[config.mk]
export PLATFORM = sky130hd
export DESIGN_NAME = r_order_ctrl_flat
export DESIGN_NICKNAME = d
export VERILOG_FILES = /design/src/rtl/r_order_ctrl_if.sv /design/src/rtl/r_order_ctrl.sv /design/src/flat_wrapper.sv
export SDC_FILE = /design/constraint.sdc
export NUM_CORES = 1
export LEC_CHECK = 0
export CAP_MARGIN = 20
export CORE_MARGIN = 5
export CORE_UTILIZATION = 40
export CTS_CLUSTER_DIAMETER = 80
export DETAILED_ROUTE_END_ITERATION = 7
export HOLD_SLACK_MARGIN = 0.08
export SYNTH_ARGS = -nofsm -noshare
export SYNTH_HDL_FRONTEND = slang
export SYNTH_SLANG_ARGS = --single-unit
[constraint.sdc]
create_clock -name clk -period 10.06 [get_ports clk]
set_input_delay 2.012 -clock clk [delete_from_list [all_inputs] [get_ports clk]]
set_output_delay 2.012 -clock clk [all_outputs]
set_load 0.02 [all_outputs]
[src/rtl/r_order_ctrl_if.sv]
// rtl/r_order_ctrl_if.sv - AR capture, R routing and status signals of the read-order controller
interface r_order_ctrl_if #(
  parameter int DEPTH = 4
);
  logic                     ar_fire;
  logic [2:0]               ar_slv_sel;
  logic [7:0]               ar_len;
  logic                     ar_allow;
  logic                     m_RVALID;
  logic                     m_RREADY;
  logic                     m_RLAST;
  logic [2:0]               R_SLV_sel;
  logic                     R_hold;
  logic [$clog2(DEPTH):0]   outstanding;
  logic                     sel_err;
  logic                     r_len_err;
  logic                     r_timeout_err;

  modport master (
    output ar_fire, ar_slv_sel, ar_len, m_RVALID, m_RREADY, m_RLAST,
    input  ar_allow, R_SLV_sel, R_hold, outstanding, sel_err, r_len_err, r_timeout_err
  );

  modport slave (
    input  ar_fire, ar_slv_sel, ar_len, m_RVALID, m_RREADY, m_RLAST,
    output ar_allow, R_SLV_sel, R_hold, outstanding, sel_err, r_len_err, r_timeout_err
  );
endinterface

[src/rtl/r_order_ctrl.sv]
// rtl/r_order_ctrl.sv - in-order read-data routing controller; watchdog compiled in by R_ORDER_TIMEOUT_EN
module r_order_ctrl #(
  parameter int DEPTH          = 4,
  parameter int TIMEOUT_CYCLES = 1024
) (
  input logic           clk,
  input logic           reset_n,
  r_order_ctrl_if.slave bus
);
  localparam int               AW       = $clog2(DEPTH);
  localparam logic [AW-1:0]    PTR_ONE  = 1;
  localparam logic [AW:0]      CNT_ONE  = 1;
  localparam logic [AW:0]      CNT_FULL = DEPTH[AW:0];

  typedef enum logic [1:0] {S_IDLE, S_ACTIVE, S_SWITCH} state_t;

  state_t        r_state, w_state_nxt;
  logic [2:0]    r_sel_mem [DEPTH];
  logic [7:0]    r_len_mem [DEPTH];
  logic [AW-1:0] r_wptr, r_rptr, w_rptr_inc;
  logic [AW:0]   r_count;
  logic [7:0]    r_beat_cnt;
  logic [2:0]    r_sel, w_sel_nxt;
  logic          r_hold, w_hold_nxt;
  logic          r_sel_err, r_len_err;
  logic          w_allow, w_push, w_xfer, w_beat, w_nonempty, w_cnt_last, w_pop, w_tmo_pop;

  assign w_allow    = r_count < CNT_FULL;
  assign w_nonempty = r_count != '0;
  assign w_push     = bus.ar_fire && w_allow && (bus.ar_slv_sel <= 3'd4);
  assign w_xfer     = bus.m_RVALID && bus.m_RREADY;
  assign w_beat     = w_xfer && w_nonempty && !r_hold;
  assign w_cnt_last = r_beat_cnt == r_len_mem[r_rptr];
  assign w_pop      = (w_beat && (bus.m_RLAST || w_cnt_last)) || w_tmo_pop;
  assign w_rptr_inc = r_rptr + PTR_ONE;

`ifdef R_ORDER_TIMEOUT_EN
  localparam int            WW     = $clog2(TIMEOUT_CYCLES + 1);
  localparam logic [WW-1:0] WD_ONE = 1;
  localparam logic [WW-1:0] WD_LIM = WW'(TIMEOUT_CYCLES - 1);
  logic [WW-1:0] r_wdog;
  logic          r_tmo_err;

  assign w_tmo_pop = (r_state == S_ACTIVE) && !w_beat && (r_wdog == WD_LIM);

  always_ff @(posedge clk or negedge reset_n) begin
    if (!reset_n) begin
      r_wdog    <= '0;
      r_tmo_err <= 1'b0;
    end else begin
      if (w_tmo_pop) r_tmo_err <= 1'b1;
      if ((r_state != S_ACTIVE) || w_beat || w_pop) r_wdog <= '0;
      else r_wdog <= r_wdog + WD_ONE;
    end
  end
  assign bus.r_timeout_err = r_tmo_err;
`else
  logic w_unused_tmo;
  assign w_unused_tmo      = (TIMEOUT_CYCLES == 0);
  assign w_tmo_pop         = 1'b0;
  assign bus.r_timeout_err = 1'b0;
`endif

  // Queue storage needs no reset: pointers and count define which entries are live.
  always_ff @(posedge clk) begin
    if (w_push) begin
      r_sel_mem[r_wptr] <= bus.ar_slv_sel;
      r_len_mem[r_wptr] <= bus.ar_len;
    end
  end

  always_ff @(posedge clk or negedge reset_n) begin
    if (!reset_n) begin
      r_wptr     <= '0;
      r_rptr     <= '0;
      r_count    <= '0;
      r_beat_cnt <= '0;
      r_sel_err  <= 1'b0;
      r_len_err  <= 1'b0;
    end else begin
      if (w_push) r_wptr <= r_wptr + PTR_ONE;
      if (w_pop)  r_rptr <= w_rptr_inc;
      if (w_push && !w_pop)      r_count <= r_count + CNT_ONE;
      else if (w_pop && !w_push) r_count <= r_count - CNT_ONE;
      if (w_pop)       r_beat_cnt <= '0;
      else if (w_beat) r_beat_cnt <= r_beat_cnt + 8'd1;
      r_sel_err <= bus.ar_fire && w_allow && (bus.ar_slv_sel > 3'd4);
      // Stray beats and RLAST disagreeing with the recorded length are both sticky errors.
      r_len_err <= r_len_err || (w_xfer && !w_beat) || (w_beat && (bus.m_RLAST != w_cnt_last));
    end
  end

  always_ff @(posedge clk or negedge reset_n) begin
    if (!reset_n) begin
      r_state <= S_IDLE;
      r_hold  <= 1'b1;
      r_sel   <= 3'd0;
    end else begin
      r_state <= w_state_nxt;
      r_hold  <= w_hold_nxt;
      r_sel   <= w_sel_nxt;
    end
  end

  always_comb begin
    w_state_nxt = r_state;
    w_hold_nxt  = r_hold;
    w_sel_nxt   = r_sel;
    unique case (r_state)
      S_IDLE: begin
        w_hold_nxt = 1'b1;
        if (w_push) begin
          w_state_nxt = S_ACTIVE;
          w_hold_nxt  = 1'b0;
          w_sel_nxt   = bus.ar_slv_sel;
        end
      end
      S_ACTIVE: begin
        w_hold_nxt = 1'b0;
        w_sel_nxt  = r_sel_mem[r_rptr];
        if (w_pop) begin
          w_state_nxt = S_SWITCH;
          w_hold_nxt  = 1'b1;
          // With one entry left, a simultaneous push becomes the new head before it is stored.
          if (r_count > CNT_ONE) w_sel_nxt = r_sel_mem[w_rptr_inc];
          else if (w_push)       w_sel_nxt = bus.ar_slv_sel;
          else                   w_sel_nxt = r_sel;
        end
      end
      S_SWITCH: begin
        if (w_nonempty) begin
          w_state_nxt = S_ACTIVE;
          w_hold_nxt  = 1'b0;
          w_sel_nxt   = r_sel_mem[r_rptr];
        end else if (w_push) begin
          w_state_nxt = S_ACTIVE;
          w_hold_nxt  = 1'b0;
          w_sel_nxt   = bus.ar_slv_sel;
        end else begin
          w_state_nxt = S_IDLE;
          w_hold_nxt  = 1'b1;
        end
      end
      default: begin
        w_state_nxt = S_IDLE;
        w_hold_nxt  = 1'b1;
      end
    endcase
  end

  assign bus.ar_allow    = w_allow;
  assign bus.R_SLV_sel   = r_sel;
  assign bus.R_hold      = r_hold;
  assign bus.outstanding = r_count;
  assign bus.sel_err     = r_sel_err;
  assign bus.r_len_err   = r_len_err;
endmodule

[src/flat_wrapper.sv]
// flat-port wrapper written by rule: the top's interface ports become plain ports
module r_order_ctrl_flat 
#(
  parameter int DEPTH          = 4,
  parameter int TIMEOUT_CYCLES = 1024
)
  (clk, reset_n, bus_ar_fire, bus_ar_slv_sel, bus_ar_len, bus_m_RVALID, bus_m_RREADY, bus_m_RLAST, bus_ar_allow, bus_R_SLV_sel, bus_R_hold, bus_outstanding, bus_sel_err, bus_r_len_err, bus_r_timeout_err);
  r_order_ctrl_if #(.DEPTH(DEPTH)) bus_i ();
  input logic clk;
  input logic reset_n;
  input wire logic [$bits(bus_i.ar_fire)-1:0] bus_ar_fire;
  input wire logic [$bits(bus_i.ar_slv_sel)-1:0] bus_ar_slv_sel;
  input wire logic [$bits(bus_i.ar_len)-1:0] bus_ar_len;
  input wire logic [$bits(bus_i.m_RVALID)-1:0] bus_m_RVALID;
  input wire logic [$bits(bus_i.m_RREADY)-1:0] bus_m_RREADY;
  input wire logic [$bits(bus_i.m_RLAST)-1:0] bus_m_RLAST;
  output wire logic [$bits(bus_i.ar_allow)-1:0] bus_ar_allow;
  output wire logic [$bits(bus_i.R_SLV_sel)-1:0] bus_R_SLV_sel;
  output wire logic [$bits(bus_i.R_hold)-1:0] bus_R_hold;
  output wire logic [$bits(bus_i.outstanding)-1:0] bus_outstanding;
  output wire logic [$bits(bus_i.sel_err)-1:0] bus_sel_err;
  output wire logic [$bits(bus_i.r_len_err)-1:0] bus_r_len_err;
  output wire logic [$bits(bus_i.r_timeout_err)-1:0] bus_r_timeout_err;
  assign bus_i.ar_fire = bus_ar_fire;
  assign bus_i.ar_slv_sel = bus_ar_slv_sel;
  assign bus_i.ar_len = bus_ar_len;
  assign bus_i.m_RVALID = bus_m_RVALID;
  assign bus_i.m_RREADY = bus_m_RREADY;
  assign bus_i.m_RLAST = bus_m_RLAST;
  assign bus_ar_allow = bus_i.ar_allow;
  assign bus_R_SLV_sel = bus_i.R_SLV_sel;
  assign bus_R_hold = bus_i.R_hold;
  assign bus_outstanding = bus_i.outstanding;
  assign bus_sel_err = bus_i.sel_err;
  assign bus_r_len_err = bus_i.r_len_err;
  assign bus_r_timeout_err = bus_i.r_timeout_err;
  r_order_ctrl #(.DEPTH(DEPTH), .TIMEOUT_CYCLES(TIMEOUT_CYCLES)) u_core (.clk(clk), .reset_n(reset_n), .bus(bus_i));
endmodule
======== Yosys cells after proc, flatten, opt, wreduce, memory -nomap -nowiden ========
Memory sizes are Yosys's and may differ from the RTL's.
Index checks and enable logic that the tools add are counted.
word-level totals
  output and inout port bits .............. 11
  memories ................................ 2
  RAM bits ................................ 44
  word-level logic and storage cells ...... 70
  flip-flop bits (word level) ............. 23
memory list
  memory            words  bits a word  read ports  clocked after memory_dff  write ports  line                RTL
  u_core.r_len_mem  4      8            1           0                         1            r_order_ctrl.sv:19  logic [7:0] r_len_mem [DEPTH];
  u_core.r_sel_mem  4      3            2           0                         1            r_order_ctrl.sv:18  logic [2:0] r_sel_mem [DEPTH];
operators by class
  add/subtract/negate cells ............... 5
  mux-type cells .......................... 20
  reduce and logical (&&, ||, !) cells .... 24
  equality and inequality tests ........... 6
  $lt $le $gt $ge ......................... 4
operators with widths
  cell                                                count
  2-to-1 mux 3 bit                                    6
  2-to-1 mux 8 bit                                    2
  logical AND 1 bit                                   11
  one-hot mux 3 bit (3 select lines)                  1
  adder 8 x 1 -> 8 bit, second input constant         1
  == test 8 bit                                       1
  2-to-1 mux 1 bit                                    6
  2-to-1 mux 2 bit                                    3
  one-hot mux 2 bit (3 select lines)                  1
  nonzero test 3 bit                                  2
  adder 2 x 1 -> 2 bit, second input constant         2
  zero test 1 bit                                     4
  != test 2 x 1 -> 1 bit, second input constant       2
  nonzero test 2 bit                                  2
  adder 3 x 1 -> 3 bit, second input constant         1
  > comparator 3 x 1 -> 1 bit, second input constant  1
  > comparator 3 bit, second input constant           1
  <= comparator 3 bit, second input constant          1
  logical OR 1 bit                                    3
  < comparator 3 bit, second input constant           1
  one-hot mux 1 bit (3 select lines)                  1
  subtractor 3 x 1 -> 3 bit, second input constant    1
  == test 2 x 1 -> 1 bit, second input constant       1
  == test 2 bit, second input constant                1
  other kinds (3)                                     3

======== Depth between registers and ports, before layout ========
Gate-level depths: netlist (run 1).
  depth after elaboration ................. 7
  gate-level depth with buffers ........... 14

======== Least setup slack after synthesis (run 1) ========
OpenSTA, ideal clock, no wires.
  path type ............................... input-to-reg
  start ................................... input bus_m_RLAST
  end ..................................... register u_core.r_count[2], in the netlist u_core.bus.outstanding[2]
  stages on the path ...................... 9
  arrival ................................. 3.456 ns
  path buffers ............................ 0
  setup time .............................. 0.128 ns
  slack ................................... 6.476 ns
  path through ............................ inv_1 > ha_1 > or2_2 > nor3_4 > inv_1 > ha_1 > mux2i_1 > nor2_1 > xnor2_1
between the ends
  word-level cells in the longest chain between the ends .. 5
RTL lines
  element                                                 line                RTL
  start, declared                                         flat_wrapper.sv:16  input wire logic [$bits(bus_i.m_RLAST)-1:0] bus_m_RLAST;
  logical OR 1 bit (*)                                    r_order_ctrl.sv:34  assign w_pop = (w_beat && (bus.m_RLAST || w_cnt_last)) || w_tmo_pop;
  logical AND 1 bit (*)                                   r_order_ctrl.sv:34
  zero test 1 bit                                         r_order_ctrl.sv:83  if (w_push && !w_pop) r_count <= r_count + CNT_ONE;
  logical AND 1 bit                                       r_order_ctrl.sv:83
  2-to-1 mux 3 bit or nonzero test 2 bit (tied branches)  --
  end signal, assigned                                    r_order_ctrl.sv:83
  end signal, assigned                                    r_order_ctrl.sv:84  else if (w_pop && !w_push) r_count <= r_count - CNT_ONE;
  end, declared                                           r_order_ctrl.sv:21  logic [AW:0] r_count;
Every way passes the cells marked *; elsewhere a longest branch is shown, timed or not.
A chain may end at the register's enable or synchronous reset.

======== Final worst setup path (run 1) ========
  start ................................... register u_core.r_rptr[0]
  end ..................................... register u_core.r_count[2], in the netlist u_core.bus.outstanding[2]
between the ends
  word-level cells in the longest chain between the ends .. 7
RTL lines
  element                                                 line                RTL
  start, declared                                         r_order_ctrl.sv:20  logic [AW-1:0] r_wptr, r_rptr, w_rptr_inc;
  start signal, assigned                                  r_order_ctrl.sv:82  if (w_pop) r_rptr <= w_rptr_inc;
  memory (4 x 8 bit) (*)                                  --
  == test 8 bit (*)                                       r_order_ctrl.sv:33  assign w_cnt_last = r_beat_cnt == r_len_mem[r_rptr];
  logical OR 1 bit (*)                                    r_order_ctrl.sv:34
  logical AND 1 bit (*)                                   r_order_ctrl.sv:34
  zero test 1 bit                                         r_order_ctrl.sv:83
  logical AND 1 bit                                       r_order_ctrl.sv:83
  2-to-1 mux 3 bit or nonzero test 2 bit (tied branches)  --
Marked as above.

==> results of run 1 <==
## cell families (layout without fill, tap and decap cells)
| logic type | Yosys count | in the layout | synth area share [%] |
|---|---|---|---|
| simple gates | 54 | 54 | 8.80 |
| buf+inv | 21 | 57 | 3.57 |
| fa+ha+maj | 15 | 15 | 5.64 |
| xor+xnor | 15 | 15 | 3.95 |
| mux | 15 | 15 | 10.7 |
| other cells | 1 | 1 | 0.113 |
| compound gates | 48 | 48 | 10.2 |
| flops | 67 | 67 | 57.0 |
## layer usage
| layer | track usage [%] | share of wire (%) |
|---|---|---|
| met3 | 3.93 | 3.6 |
| met5 | 0 | 0 |
| met1 | 18.8 | 50 |
| met4 | 4.40 | 1.5 |
| met2 | 20.3 | 45 |
## report_power, final
| part | internal (mW) | switching, mW | total, mW |
|---|---|---|---|
| sequential | 0.296 | 0.00421 | 0.300 |
| combinational | 0.0165 | 0.0147 | 0.0313 |
| clock | 0.0907 | 0.112 | 0.202 |
## flip-flops by register name, summed over array words and instances, names as in the netlist
register	cells
u_core.r_beat_cnt	8
u_core.r_sel_mem	12
u_core.r_rptr	2
u_core.r_state	2
u_core.bus.R_SLV_sel	3
u_core.r_len_mem	32
u_core.bus.outstanding	3
u_core.bus.r_len_err	1
u_core.bus.sel_err	1
u_core.bus.R_hold	1
u_core.r_wptr	2
## per-stage QoR
step	std cells	total power [mW]	util, %	cell area [µm²]	hold WS [ns]
3_5_place_dp	361	0.338	45.0	3680	0.467
5_1_grt	377	0.559	47.2	3860	0.524
6_report	377	0.534	47.2	3860	0.486
2_1_floorplan	236	0.322	-	3330	0.506
3_3_place_gp	360	0.336	44.7	3650	0.459
4_1_cts	377	0.540	47.2	3860	0.490
## how the worst max path moves through the flow
stage	start	to	slack [ns]	cells after the start
3_5_place_dp	bus_m_RLAST	u_core.bus.outstanding[2]	5.81	9
3_3_place_gp	bus_m_RLAST	u_core.bus.outstanding[2]	5.85	9
2_1_floorplan	bus_m_RLAST	u_core.bus.outstanding[2]	6.48	9
5_1_grt	u_core.r_rptr[0]	u_core.bus.outstanding[2]	5.86	11
4_1_cts	u_core.r_rptr[0]	u_core.bus.outstanding[2]	6.07	11
6_report	u_core.r_rptr[0]	u_core.bus.outstanding[2]	6.13	11
## Yosys cell counts (5+ instances only)
| master | instances | share of area, % |
|---|---|---|
| ha_1 | 15 | 5.6 |
| edfxtp_1 | 44 | 40 |
| xor2_1 | 7 | 1.8 |
| o21ai_0 | 11 | 1.7 |
| nand3_1 | 8 | 1.2 |
| mux4_2 | 6 | 4.1 |
| dfrtp_1 | 22 | 17 |
| inv_1 | 14 | 1.6 |
| nand2_1 | 11 | 1.2 |
| a21oi_1 | 10 | 1.5 |
| mux4_1 | 8 | 6.3 |
| xnor2_1 | 8 | 2.1 |
| nor2_1 | 10 | 1.1 |
| and3_1 | 5 | 0.94 |
## final cells by class
type | count | area, µm²
Clock buffer | 9 | 124
Clock inverter | 7 | 51.3
Fill cell | 712 | 4320
Inverter | 14 | 52.6
Multi-Input combinational cell | 148 | 1310
Sequential cell | 67 | 1900
Tap cell | 105 | 131
Timing Repair Buffer | 27 | 288
## critical path: stages, from the launching register on
cell,delay (ns)
dfrtp_1,0.88
mux4_1,0.70
xnor2_1,0.15
nor4_1,0.29
nand2_1,0.14
ha_1,0.29
or2_2,0.37
nor3_4,0.20
inv_1,0.18
ha_1,0.36
nor2_1,0.14
xnor2_1,0.14
==> impl_metrics.csv, run 1 <==
group,metric,value,unit
run_status,status,"completed",
logic_synthesis,yosys_warnings,0,
final_layout,layout-drive-gt1-share,10.3,%
placed_design,gp_congestion,0.821,
routing,drt_iter0_drc,100,
sta,finalHoldViolCount,0,
grt,grt_pass1_wl,10400,µm
clock_tree,clk_pin_slew_worst_paths,0.08,ns
grt,grt_start_max_net_pins,19,
sta,postLayoutSetupSlackWorst,6.13,ns
grt,grt_use_total,13.5,%
routing,dr.pass1.iters,4,
die,die_x,101,µm
critical_path,end_kind,"register",
critical_path,cp-start-kind,"register",
placed_design,dp_slack,5.81,ns
logic_synthesis,synth_cells,236,
sta,tightest_slew,0.830,ns
logic_synthesis,synth_seq_cells,67,
final_layout,synthToLayoutAreaGrowth,15.9,%
clock_tree,clock_path_buffers,2,
sta,setup_tns,0,ns
worst_hold_path,hold_end,"u_core.bus.r_len_err",
critical_path,r2r-start,"u_core.r_rptr[0]",
sta,post-route-min-period,3.93,ns
grt,grt_pass1_vias,1964,
power,p_per_area,138,nW/µm²
logic_synthesis,syn-num-nets,268,
clock_tree,cts_num_sinks,67,
routing,post-route-drc-count,0,
clock_tree,root_buffer,"clkbuf_8",
power,irDropWorstVdd,96.8,µV
worst_hold_path,hold_start,"u_core.bus.r_len_err",
clock_tree,htreeDepth,3,
routing,viasPerCell,5.39,
final_layout,nets,299,
worst_hold_path,min_delay_path_depth,1,
die,rows,33,
sta,period_share,39.0,%
logic_synthesis,synth_cell_type_count,53,
sta,fmax,0.255,GHz
clock_tree,tritoncts,"built",
critical_path,r2r-end,"u_core.bus.outstanding[2]",
routing,wirelength,6420,µm
final_layout,final_common_cell,"edfxtp_1",
logic_synthesis,syn_area_per_cell,14.1,µm²
die,start_util,40.7,%
die,die_y,101,µm
critical_path,crit_required,10.32,ns
clock_tree,cts_setup_buffers,0,
routing,detailroute.via_count,2031,
run,max_cap_viol_count,0,
clock_tree,cts_resized,0,
final_layout,diodes,0,
critical_path,crit_type,"reg -> reg",
logic_synthesis,yosys_most_used_dff,"edfxtp_1",
worst_hold_path,min_path_type,"reg -> reg",
sta,rsz0062_at_grt,"false",
logic_synthesis,seq_area_frac_synth,57.0,%
logic_synthesis,ys_async_sr_fraction,34.3,%
critical_path,r2r_cells,11,
die,dieArea,10200,µm²
logic_synthesis,synth_edf_count,44,
sta,max_slew_margin,44.5,%
critical_path,cp.arrival,4.18,ns
clock_tree,clock_latency,0.35,ns
routing,drtAntennaViolNets,0,
placed_design,port-buffer-count,26,
critical_path,ff2ff_setup_slack,6.13,ns
sta,slew_violations,0,
placed_design,hpwl,4400,µm
sta,skew,0.0147,ns
routing,detail_route.wl_per_cell,17.0,µm
final_layout,mostFrequentLayoutCells,"edfxtp_1 (44), clkdlybuf4s50_1 (26), dfrtp_1 (22), ha_1 (15), inv_1 (14)",
die,core-area,8180,µm²
clock_tree,numCtsBuffers,9,
sta,finalSetupViolations,0,
die,io_pins,28,
clock_tree,cts_hold_buffers,0,
critical_path,worst-path-max-fanout,16,
logic_synthesis,syn_area,3330,µm²
grt,overflow,0,
power,power_leakage,1.39,nW
grt,antenna_found_initial,0,
Note: power is estimated with default switching activity, not from simulation.
==> run 2, diff against run 1 <==
clock period = 3.6 ns   (was 10.06 ns; I/O delays follow)
==> impl_metrics.csv, run 2 (same netlist as run 1, synthesis figures left out) <==
group,metric,value,unit
routing,drtAntennaViolNets,0,
sta,post-route-min-period,3.35,ns
final_layout,largest_reg_flops,32,
clock_tree,htreeDepth,3,
die,dieArea,10200,µm²
die,core-area,8180,µm²
clock_tree,clock_latency,0.34,ns
grt,antenna_found_initial,0,
critical_path,cp_top_family,"compound AO/OA/AOI/OAI gates",
final_layout,regMostFlops,"u_core.r_len_mem",
final_layout,n_fill_cell,731,
final_layout,biggestRegsByFlops,"u_core.r_len_mem (32), u_core.r_sel_mem (12), u_core.r_beat_cnt (8)",
clock_tree,tritoncts,"built",
clock_tree,numCtsBuffers,9,
die,die_x,101,µm
placed_design,hpwl,4540,µm
critical_path,cp_slowest_cell,"mux4_1",
critical_path,cp-start-kind,"register",
placed_design,gp_congestion,0.803,
routing,viasPerCell,5.38,
die,rows,33,
sta,slew_violations,0,
grt,grt_pass1_vias,2064,
routing,detail_route.wl_per_cell,16.9,µm
clock_tree,clk_pin_slew_worst_paths,0.08,ns
clock_tree,cts_num_sinks,67,
critical_path,critical_path_buf_inv_count,1,
placed_design,port-buffer-count,26,
final_layout,nets,304,
sta,skew,0.00621,ns
die,start_util,40.7,%
sta,finalHoldViolCount,0,
critical_path,crit_type,"reg -> reg",
routing,detailroute.via_count,2054,
sta,finalSetupViolations,0,
placed_design,dpl_cell_area,3700,µm²
final_layout,diodes,0,
sta,rsz0062_at_grt,"false",
power,p_per_area,399,nW/µm²
final_layout,layout-drive-gt1-share,11.9,%
routing,drt_iter0_drc,110,
routing,dr.pass1.iters,5,
run,max_cap_viol_count,0,
run_status,status,"completed",
critical_path,worst-path-max-fanout,13,
final_layout,fin_area,3900,µm²
worst_hold_path,min_path_type,"reg -> reg",
critical_path,crit_required,3.82,ns
grt,grt_use_total,13.9,%
sta,period_share,93.1,%
final_layout,final_common_cell,"edfxtp_1",
grt,grt_pass1_wl,10800,µm
die,io_pins,28,
critical_path,cp.arrival,3.57,ns
clock_tree,cts_hold_buffers,0,
sta,tightest_slew,0.625,ns
critical_path,end_kind,"register",
sta,setup_tns,0,ns
grt,grt_start_max_net_pins,24,
sta,fmax,0.298,GHz
power,irDropWorstVdd,345,µV
routing,post-route-drc-count,0,
sta,max_slew_margin,58.3,%
final_layout,synthToLayoutAreaGrowth,17.2,%
critical_path,slowest_delay,0.58,ns
final_layout,mostFrequentLayoutCells,"edfxtp_1 (44), clkdlybuf4s50_1 (26), dfrtp_1 (22), ha_1 (15), inv_1 (14)",
routing,wirelength,6460,µm
critical_path,cp_cell_sequence,"buf_6, mux4_1, xor2_1, nor4_1, nand2_1, ha_1, or2_2, o311ai_0, o2111ai_1, a221o_1",
power,power_leakage,1.42,nW
clock_tree,clock_path_buffers,2,
die,die_y,101,µm
grt,overflow,0,
clock_tree,root_buffer,"clkbuf_8",
run 2: cell type report:
cell class	count	area, µm²	share of cell area, %
clock buffer	9	124	3.18
tap	105	131	3.37
clock inverter	7	75.1	1.92
inverter	14	52.6	1.35
sequential	67	1900	48.7
timing repair buffer	32	309	7.92
multi-input combinational	148	1310	33.6
run 2: worst paths after layout:
check / cells after the start / slack (ns) / start / end
worst max-delay path: 10 / 0.25 / u_core.r_rptr[0] / u_core.bus.R_SLV_sel[1]
worst min-delay path: 1 / 0.48 / u_core.bus.r_len_err / u_core.bus.r_len_err
worst max register to register: 10 / 0.25 / u_core.r_rptr[0] / u_core.bus.R_SLV_sel[1]
worst min register to register: 1 / 0.48 / u_core.bus.r_len_err / u_core.bus.r_len_err
max in group asynchronous: 2 / 2.57 / reset_n / u_core.bus.R_hold
min in group asynchronous: 2 / 0.73 / reset_n / u_core.bus.outstanding[2]
run 2: what timing repair did:
item                       4_1_cts  5_1_grt
setup endpoints to repair        0        1
setup buffers                    0        0
resized for setup                0        1
run 2: report_power, final:
group	internal, mW	switching (mW)	leakage (nW)	total, mW
sequential	0.827	0.00784	0.668	0.835
combinational	0.0459	0.0445	0.653	0.0903
clock	0.323	0.308	0.0939	0.632
total	1.20	0.361	1.42	1.56
run 2: layer usage:
metal | share of wire [%] | routed length, µm | global-route usage, %
met1 | 50 | 3200 | 19.8
met2 | 47 | 3010 | 21.1
met3 | 2.6 | 166 | 2.69
met4 | 1.2 | 80 | 5.21
met5 | 0 | 0 | 0
run 2: stage by stage:
step	hold slack [ns]	instances	worst slack, ns	power [mW]	util (%)
global route	0.516	382	0.0569	1.62	47.7
floorplan	0.424	236	0.441	0.899	-
CTS	0.500	382	0.198	1.58	47.7
global placement	0.458	366	0.324	0.942	45.2
detailed placement	0.478	366	0.219	0.942	45.2
finish	0.485	382	0.247	1.56	47.7
run 2: worst reg2reg max path, delay by kind of cell, from the launching register on:
kind            cells  cell delay [ns]
compound gates      3             0.94
xor+xnor            1             0.16
fa+ha+maj           1             0.27
buf+inv             1             0.19
flops               1             0.36
mux                 1             0.58
simple gates        3             0.73
==> run 3, diff against run 2 <==
SLEW_MARGIN = 20   (was unset)
==> results of run 3 <==
Final layout, timing and power as in run 2 (identical DEF).
